`config.mk`:
```
export PLATFORM = sky130hd
export DESIGN_NAME = fifo_burst_reader
export DESIGN_NICKNAME = d
export VERILOG_FILES = /design/src/rtl/fifo_burst_reader.sv
export SDC_FILE = /design/constraint.sdc
export NUM_CORES = 1
export LEC_CHECK = 0
export ABC_CLOCK_PERIOD_IN_PS = 4200
export CAP_MARGIN = 10
export CORE_MARGIN = 2
export CORE_UTILIZATION = 47
export CTS_CLUSTER_DIAMETER = 80
export CTS_CLUSTER_SIZE = 25
export DETAILED_ROUTE_END_ITERATION = 6
export MAX_ROUTING_LAYER = met4
export PLACE_DENSITY = 0.82
export SLEW_MARGIN = 20
export SYNTH_ARGS = -nofsm -noshare
export SYNTH_HDL_FRONTEND = slang
export SYNTH_SLANG_ARGS = --single-unit
export TNS_END_PERCENT = 10
```
`constraint.sdc`:
```
create_clock -name clk_in -period 4.2 [get_ports clk_in]
set_input_delay 1.05 -clock clk_in [delete_from_list [all_inputs] [get_ports clk_in]]
set_output_delay 1.05 -clock clk_in [all_outputs]
set_load 0.02 [all_outputs]
```
`src/rtl/fifo_burst_reader.sv`:
```
`timescale 1ns/1ps
// Drains a 16-entry show-ahead FIFO into framed valid/ready bursts (m_sop/m_eop).
// Define FLUSH_TIMEOUT_EN to flush short bursts after TIMEOUT idle cycles.
module fifo_burst_reader #(
  parameter int DATA_W     = 8,
  parameter int BURST_LEN  = 8,
  parameter int GAP_CYCLES = 2,
  parameter int TIMEOUT    = 64
) (
  input  logic              clk_in,
  input  logic              rst_n,
  input  logic              enable,
  input  logic [DATA_W-1:0] fifo_q,
  input  logic              fifo_empty,
  input  logic              fifo_full,
  input  logic [3:0]        fifo_usedw,
  output logic              fifo_rdreq,
  output logic [DATA_W-1:0] m_data,
  output logic              m_valid,
  input  logic              m_ready,
  output logic              m_sop,
  output logic              m_eop,
  output logic              busy
);

  typedef enum logic [1:0] {IDLE, BURST, GAP} state_t;

  localparam logic [4:0]       BL5      = 5'(BURST_LEN);
  localparam int               GAP_W    = (GAP_CYCLES > 1) ? $clog2(GAP_CYCLES) : 1;
  localparam logic [GAP_W-1:0] GAP_LAST = GAP_W'((GAP_CYCLES > 0) ? GAP_CYCLES - 1 : 0);

  if (BURST_LEN < 1 || BURST_LEN > 16) begin : g_bad_burst_len
    $error("fifo_burst_reader: BURST_LEN must be in 1..16");
  end
  if (GAP_CYCLES < 0 || TIMEOUT < 0) begin : g_bad_counts
    $error("fifo_burst_reader: GAP_CYCLES and TIMEOUT must be non-negative");
  end

  state_t           state, state_nxt;
  logic [4:0]       level;
  logic [4:0]       remaining;
  logic [GAP_W-1:0] gap_cnt;
  logic             sop_pending;
  logic             out_free;
  logic             pop;
  logic             start_full;
  logic             flush_cond;
  logic             flush_fire;

  // usedw wraps to 0 at 16 entries, so the full flag supplies the top bit
  assign level      = fifo_full ? 5'd16 : {1'b0, fifo_usedw};
  assign out_free   = ~m_valid | m_ready;
  assign start_full = enable & (level >= BL5);
  assign flush_cond = enable & ~fifo_empty & (level < BL5);
  assign pop        = fifo_rdreq;

`ifdef FLUSH_TIMEOUT_EN
  localparam int            TO_W   = (TIMEOUT > 0) ? $clog2(TIMEOUT + 1) : 1;
  localparam logic [TO_W-1:0] TO_MAX = TO_W'(TIMEOUT);

  logic [TO_W-1:0] to_cnt;

  assign flush_fire = (TIMEOUT != 0) & flush_cond & (to_cnt == TO_MAX);

  always_ff @(posedge clk_in or negedge rst_n) begin
    if (!rst_n) begin
      to_cnt <= '0;
    end else if (state == IDLE && state_nxt == IDLE && flush_cond) begin
      if (to_cnt != TO_MAX) to_cnt <= to_cnt + 1'b1;
    end else begin
      to_cnt <= '0;
    end
  end
`else
  assign flush_fire = 1'b0;
`endif

  always_ff @(posedge clk_in or negedge rst_n) begin
    if (!rst_n) state <= IDLE;
    else        state <= state_nxt;
  end

  always_comb begin
    state_nxt = state;
    case (state)
      IDLE:  if (start_full || flush_fire) state_nxt = BURST;
      BURST: if ((pop && remaining == 5'd1) || remaining == 5'd0)
               state_nxt = (GAP_CYCLES > 0) ? GAP : IDLE;
      GAP:   if (gap_cnt == GAP_LAST) state_nxt = IDLE;
      default: state_nxt = IDLE;
    endcase
  end

  always_comb begin
    fifo_rdreq = rst_n & (state == BURST) & ~fifo_empty & (remaining != 5'd0) & out_free;
    busy       = (state != IDLE) | m_valid;
  end

  // Burst length is latched on entry; a flush takes whatever level was present then
  always_ff @(posedge clk_in or negedge rst_n) begin
    if (!rst_n) begin
      remaining   <= 5'd0;
      sop_pending <= 1'b0;
    end else if (state == IDLE) begin
      if (start_full) begin
        remaining   <= BL5;
        sop_pending <= 1'b1;
      end else if (flush_fire) begin
        remaining   <= level;
        sop_pending <= 1'b1;
      end
    end else if (pop) begin
      remaining   <= remaining - 5'd1;
      sop_pending <= 1'b0;
    end
  end

  always_ff @(posedge clk_in or negedge rst_n) begin
    if (!rst_n)                                gap_cnt <= '0;
    else if (state != GAP)                     gap_cnt <= '0;
    else if (gap_cnt != GAP_LAST)              gap_cnt <= gap_cnt + 1'b1;
  end

  always_ff @(posedge clk_in or negedge rst_n) begin
    if (!rst_n) begin
      m_valid <= 1'b0;
      m_data  <= '0;
      m_sop   <= 1'b0;
      m_eop   <= 1'b0;
    end else if (out_free) begin
      m_valid <= pop;
      if (pop) begin
        m_data <= fifo_q;
        m_sop  <= sop_pending;
        m_eop  <= (remaining == 5'd1);
      end else begin
        m_sop  <= 1'b0;
        m_eop  <= 1'b0;
      end
    end
  end

endmodule

```
==> metrics.txt, run 1 <==
status=finished clean; vias in the first global route=678; CTS root buf=clkbuf_4; CP required=3.15 ns; share of cells above drive strength 1=0.1714; initial antenna violation count=0; peak supply drop=0.3808 mV; top post-synthesis cells by area=dfrtp_1, mux2_2, ha_1; sequential power share=0.410; FFs w/ async S/R, synth=1.000; r2r setup slk=2.38 ns; CTS sink cnt=20; switching power=0.2808 mW; total of max-cap violations=0; via count=656; Chip Width=48.24 um; antenna fix cells=0; Crit path top cell by count=clkdlybuf4s50_1; area leader, netlist=dfrtp_1; CP max stage cell=clkdlybuf4s50_1; hold_buf cts=0; Slowest Stage Delay on Critical Path=0.66 ns; Worst Path Buf+Inv=2; Fin. Hold Viols=0; Final Max Tran Viols=0; final setup vio count=0; Post-Syn Area=919.6 um^2; nets@finish=128; TritonCTS buffer count=3; post-CTS sizing=0; worst hold path type=reg2reg; post-synth cell types=25; cell-internal power=0.4921 mW; clock network power share=0.112; Mean Syn Cell Area=12.43 um^2; Hold Slack=0.4940 ns; Longest Clk Path Bufs=2; DRT Wirelength=1.666 mm; die height=48.24 um; die area=0.002327 mm^2; core region area=0.001783 mm^2; grt total ovfl=0; Initial Util=0.5158; register area share after synthesis=0.5442; post-CTS setup buffers=0; Antenna Nets Post-Route=0; row cnt=15; yosys warns=0; Overall Power=0.7729 mW; combinational fraction of design power=0.478; initial DRC count=3; CP startpoint kind=primary input; crit end category=primary output; CTS H-tree lvls=1; largest fanout on the critical path=3; Crit path depth=4; P_leak=0.5465 nW; Layout area overhead=35.65%; Fmax=0.2705 GHz; fin crit period=3.697 ns; largest net degree at the start of global routing=21; Mapped Nets=95; CP Data Arrival Time=2.65 ns; fin crit share=0.8803; PortBufs=27; Top Ports=31; drt via density=5.046; Rel. slew slack=0.5486; Final HPWL DP=1.263 mm; ys flop type=dfrtp_1; P per Cell Area=619.6 mW/mm^2; drt drc=0; CP cell instances=clkdlybuf4s50_1 -> nand2b_1 -> a2111oi_4 -> clkdlybuf4s50_1; Clk Latency, worst-skew pair=0.29 ns; commonest non-fill, non-tap cells in the layout=clkdlybuf4s50_1, dfrtp_1, nand2_1, mux2_2, inv_1; FF+latch count, synth=20; top cell type's share of synthesized area=0.5442; Sum Neg Setup Slack=0 ns; first-pass GRT wire length=2.746 mm; hold path depth=2; WS Path Type=in2out; Switching Fraction=0.3634; Slew @ Worst Pin=0.6741 ns; commonest non-fill, non-tap cell in the layout=clkdlybuf4s50_1; Clock Skew=0.004491 ns; TritonCTS clock tree=yes; drt first pass iters=3; wire length per cell=12.82 um; setup repair after global routing missed its margin=false; Reg clk slew, reported paths=0.10 ns; Mapped Cells=74; GP Congestion=0.7698; number of synthesized flops with an enable pin=0; GRT Util Overall=0.1791; CP delay by family, top=buffers and inverters; reg2reg path depth=5
through the flow:
| step | cells | setup WS, ns | util | area (um^2) |
|---|---|---|---|---|
| after floorplan | 74 | 1.178 | - | 919.6 |
| final | 130 | 0.5027 | 0.6996 | 1247 |
| after global routing | 130 | 0.4173 | 0.6996 | 1247 |
| after global placement | 127 | 0.5053 | 0.6870 | 1225 |
| after CTS | 130 | 0.4871 | 0.6996 | 1247 |
| after detailed placement | 127 | 0.4932 | 0.6870 | 1225 |
metal layers:
layer / vias to the layer above / track usage / share of wire
li1: 317 / - / -
met1: 318 / 0.2067 / 0.45
met2: 21 / 0.3079 / 0.50
met3: 0 / 0.02222 / 0.054
met4: 0 / 0.08108 / 0
met5: - / - / 0
cells in the mapped netlist, drive strengths merged (2+ instances only):
cell     n
mux2i    3
nor3     2
dfrtp   20
a21oi    2
nor2     2
inv      4
mux2     8
nor2b    3
nand2    9
a22o     2
ha       3
o21ai    2
nand2b   3
flip-flops by register name, summed over array words and instances (netlist names):
name,cells
gap_cnt,1
remaining,5
sop_pending,1
m_sop,1
state,2
m_eop,1
m_data,8
m_valid,1
worst reg2reg max path: stages (launching register included):
cell and delay, ns:
dfrtp_1 0.41, inv_1 0.09, ha_1 0.24, a2111oi_4 0.32
buf_4 0.29, mux2_2 0.37
worst paths after layout:
path	from	end
worst max-delay path	rst_n	fifo_rdreq
worst max register to register	remaining[0]	m_data[3]
min in group asynchronous	rst_n	state[1]
max in group asynchronous	rst_n	m_data[6]
worst min-delay path	m_eop	m_eop
worst min register to register	m_eop	m_eop
power groups by stage:
stage / sequential, mW / clock (mW) / combinational (mW)
2_1_floorplan: 0.365 / 0 / 0.171
3_3_place_gp: 0.316 / 0 / 0.362
3_5_place_dp: 0.322 / 0 / 0.373
4_1_cts: 0.318 / 0.0916 / 0.375
5_1_grt: 0.328 / 0.0977 / 0.400
6_report: 0.317 / 0.0865 / 0.370
cell families (layout without fill, tap and decap cells):
group,after synthesis,after routing,share of synthesized area
AND/OR/NAND/NOR,25,25,0.1592
adder cells (fa/ha/maj),3,3,0.04082
multiplexers,11,11,0.1306
AO/OA/AOI/OAI,10,10,0.09661
flip-flops,20,20,0.5442
buffers and inverters,5,36,0.02857
cell type report:
class	count	area (um^2)
clock buffers	3	22.52
well taps	25	31.28
fillers	151	535.5
inverters	4	15.01
flip-flops and latches	20	500.5
multi-input cells	49	392.9
repair buffers	29	285.3
(Power assumes the default switching activity.)
==> run 2, diff against run 1 <==
--- a/config.mk
+++ b/config.mk
@@ -7,7 +7,7 @@
 export LEC_CHECK = 0
 export ABC_CLOCK_PERIOD_IN_PS = 4200
 export CAP_MARGIN = 10
-export CORE_MARGIN = 2
+export CORE_MARGIN = 1
 export CORE_UTILIZATION = 47
 export CTS_CLUSTER_DIAMETER = 80
 export CTS_CLUSTER_SIZE = 25
==> metrics.txt, run 2 (synthesis results as in run 1) <==
Sum Neg Setup Slack=0 ns (unchanged); PortBufs=27 (unchanged); sequential power share=0.400 (-0.010); status=finished clean; fin crit period=3.722 ns (+0.02438 ns); final worst setup slack=0.4783 ns (-0.02438 ns); WS Path Type=in2out; first-pass GRT wire length=2.711 mm (-1.3%); Layout area overhead=37.14%; max reg flops=8 (unchanged); commonest non-fill, non-tap cell in the layout=clkdlybuf4s50_1; CP required=3.15 ns (about the same); CTS sink cnt=20 (unchanged); CP max stage cell=clkdlybuf4s50_1; hold_buf cts=0 (unchanged); Worst Setup SP=rst_n; commonest non-fill, non-tap cells in the layout=clkdlybuf4s50_1, dfrtp_1, nand2_1, mux2_2, inv_1; Final Max Tran Viols=0 (unchanged); Slowest Stage Delay on Critical Path=0.66 ns (about the same); Initial Util=0.5158 (unchanged); drt via density=5.031 (-0.31%); final design area excluding fillers=0.001261 mm^2 (+1.1%); switching power=0.2808 mW (about the same); antenna fix cells=0 (unchanged); Clock Skew=0.007046 ns (+0.002556 ns); Overall Power=0.7919 mW (+2.5%); Reg with most FFs=m_data; vias in the first global route=667 (-1.6%); fin crit share=0.8861 (+0.005806); largest net degree at the start of global routing=21 (unchanged); share of cells above drive strength 1=0.1792 (+0.007817); row cnt=15 (unchanged); largest fanout on the critical path=3 (unchanged); die height=46.24 um (-4.1%); Hold Slack=0.5008 ns (+0.006795 ns); drt drc=0 (unchanged); peak supply drop=0.4274 mV (+12%); wire length per cell=12.55 um (-2.1%); CP startpoint kind=primary input; Clk Latency, worst-skew pair=0.30 ns (about the same); Filler Cell Count=135 (-11%); Longest Clk Path Bufs=2 (unchanged); Post-DP Area=0.001225 mm^2 (unchanged); Fmax=0.2687 GHz (-0.66%); post-CTS sizing=0 (unchanged); via count=659 (+0.46%); setup repair after global routing missed its margin=false; cell-internal power=0.5111 mW (+3.9%); Chip Width=46.24 um (-4.1%); TritonCTS buffer count=3 (unchanged); hold path depth=2 (unchanged); drt first pass iters=4 (+1); core region area=0.001783 mm^2 (unchanged); CTS root buf=clkbuf_4; grt total ovfl=0 (unchanged); Final HPWL DP=1.227 mm (-2.8%); Fin. Hold Viols=0 (unchanged); crit end category=primary output; die area=0.002138 mm^2 (-8.1%); CP cell instances=clkdlybuf4s50_1 -> nand2b_1 -> a2111oi_4 -> clkdlybuf4s50_1; HP Start=m_eop; Rel. slew slack=0.5293 (-0.01934); post-CTS setup buffers=0 (unchanged); total of max-cap violations=0 (unchanged); largest registers=m_data x8, remaining x5, state x2; nets@finish=128 (unchanged); initial antenna violation count=0 (unchanged); Reg-to-Reg Start=remaining[0]; combinational fraction of design power=0.462 (-0.016); final setup vio count=0 (unchanged); Antenna Nets Post-Route=0 (unchanged); Top Ports=31 (unchanged); P per Cell Area=627.9 mW/mm^2 (+1.3%); DRT Wirelength=1.644 mm (-1.3%); Storage cell area=500.5 um^2 (unchanged); CTS H-tree lvls=1 (unchanged); area of the multi-input gates=392.9 um^2 (unchanged); reg2reg path depth=5 (unchanged); GRT Util Overall=0.1889 (+0.009796); pre-CTS setup slack=0.4865 ns (-0.006657 ns); CP Data Arrival Time=2.67 ns (+0.02 ns); r2r setup slk=2.34 ns (-0.04 ns); Reg clk slew, reported paths=0.11 ns (about the same); TritonCTS clock tree=yes; worst hold path type=reg2reg; P_leak=0.5537 nW (+1.3%); GP Congestion=0.8052 (+4.6%); Slew @ Worst Pin=0.7029 ns (+0.02888 ns); Switching Fraction=0.3546 (-0.008776); clock network power share=0.138 (+0.026); Crit path top cell by count=clkdlybuf4s50_1; initial DRC count=6 (+3)
## run 2: per-stage QoR
stage | util | cells
floorplan | - | 74
global placement | 0.6870 | 127
detailed placement | 0.6870 | 127
CTS | 0.7074 | 131
global route | 0.7074 | 131
finish | 0.7074 | 131
## run 2: worst max-delay path: cells and delay by family
family | cells | cell delay [ns]
AND/OR/NAND/NOR | 1 | 0.13
AO/OA/AOI/OAI | 1 | 0.34
buffers and inverters | 2 | 1.14
## run 2: power by group through the flow
stage	Sequential (mW)	Combinational [mW]	Clock (mW)
global placement	0.316	0.360	0
floorplan	0.365	0.171	0
detailed placement	0.321	0.368	0
global route	0.328	0.392	0.120
CTS	0.318	0.371	0.115
finish	0.317	0.366	0.109
## run 2: final cells by class
class | instances | share of cell area
clock buffers | 4 | 0.02877
inverters | 4 | 0.01190
multi-input cells | 49 | 0.3115
flip-flops and latches | 20 | 0.3968
well taps | 25 | 0.02480
repair buffers | 29 | 0.2262
## run 2: final timing paths
check / end
setup / recovery: fifo_rdreq
hold / removal: m_eop
setup reg to reg: m_data[7]
hold reg to reg: m_eop
max in group asynchronous: m_data[1]
min in group asynchronous: remaining[1]
## run 2: per-layer routing
metal	wire [um]	global-route usage
met3	77	0.02353
met5	0	-
met2	824	0.3155
met4	9	0.1059
met1	732	0.2177
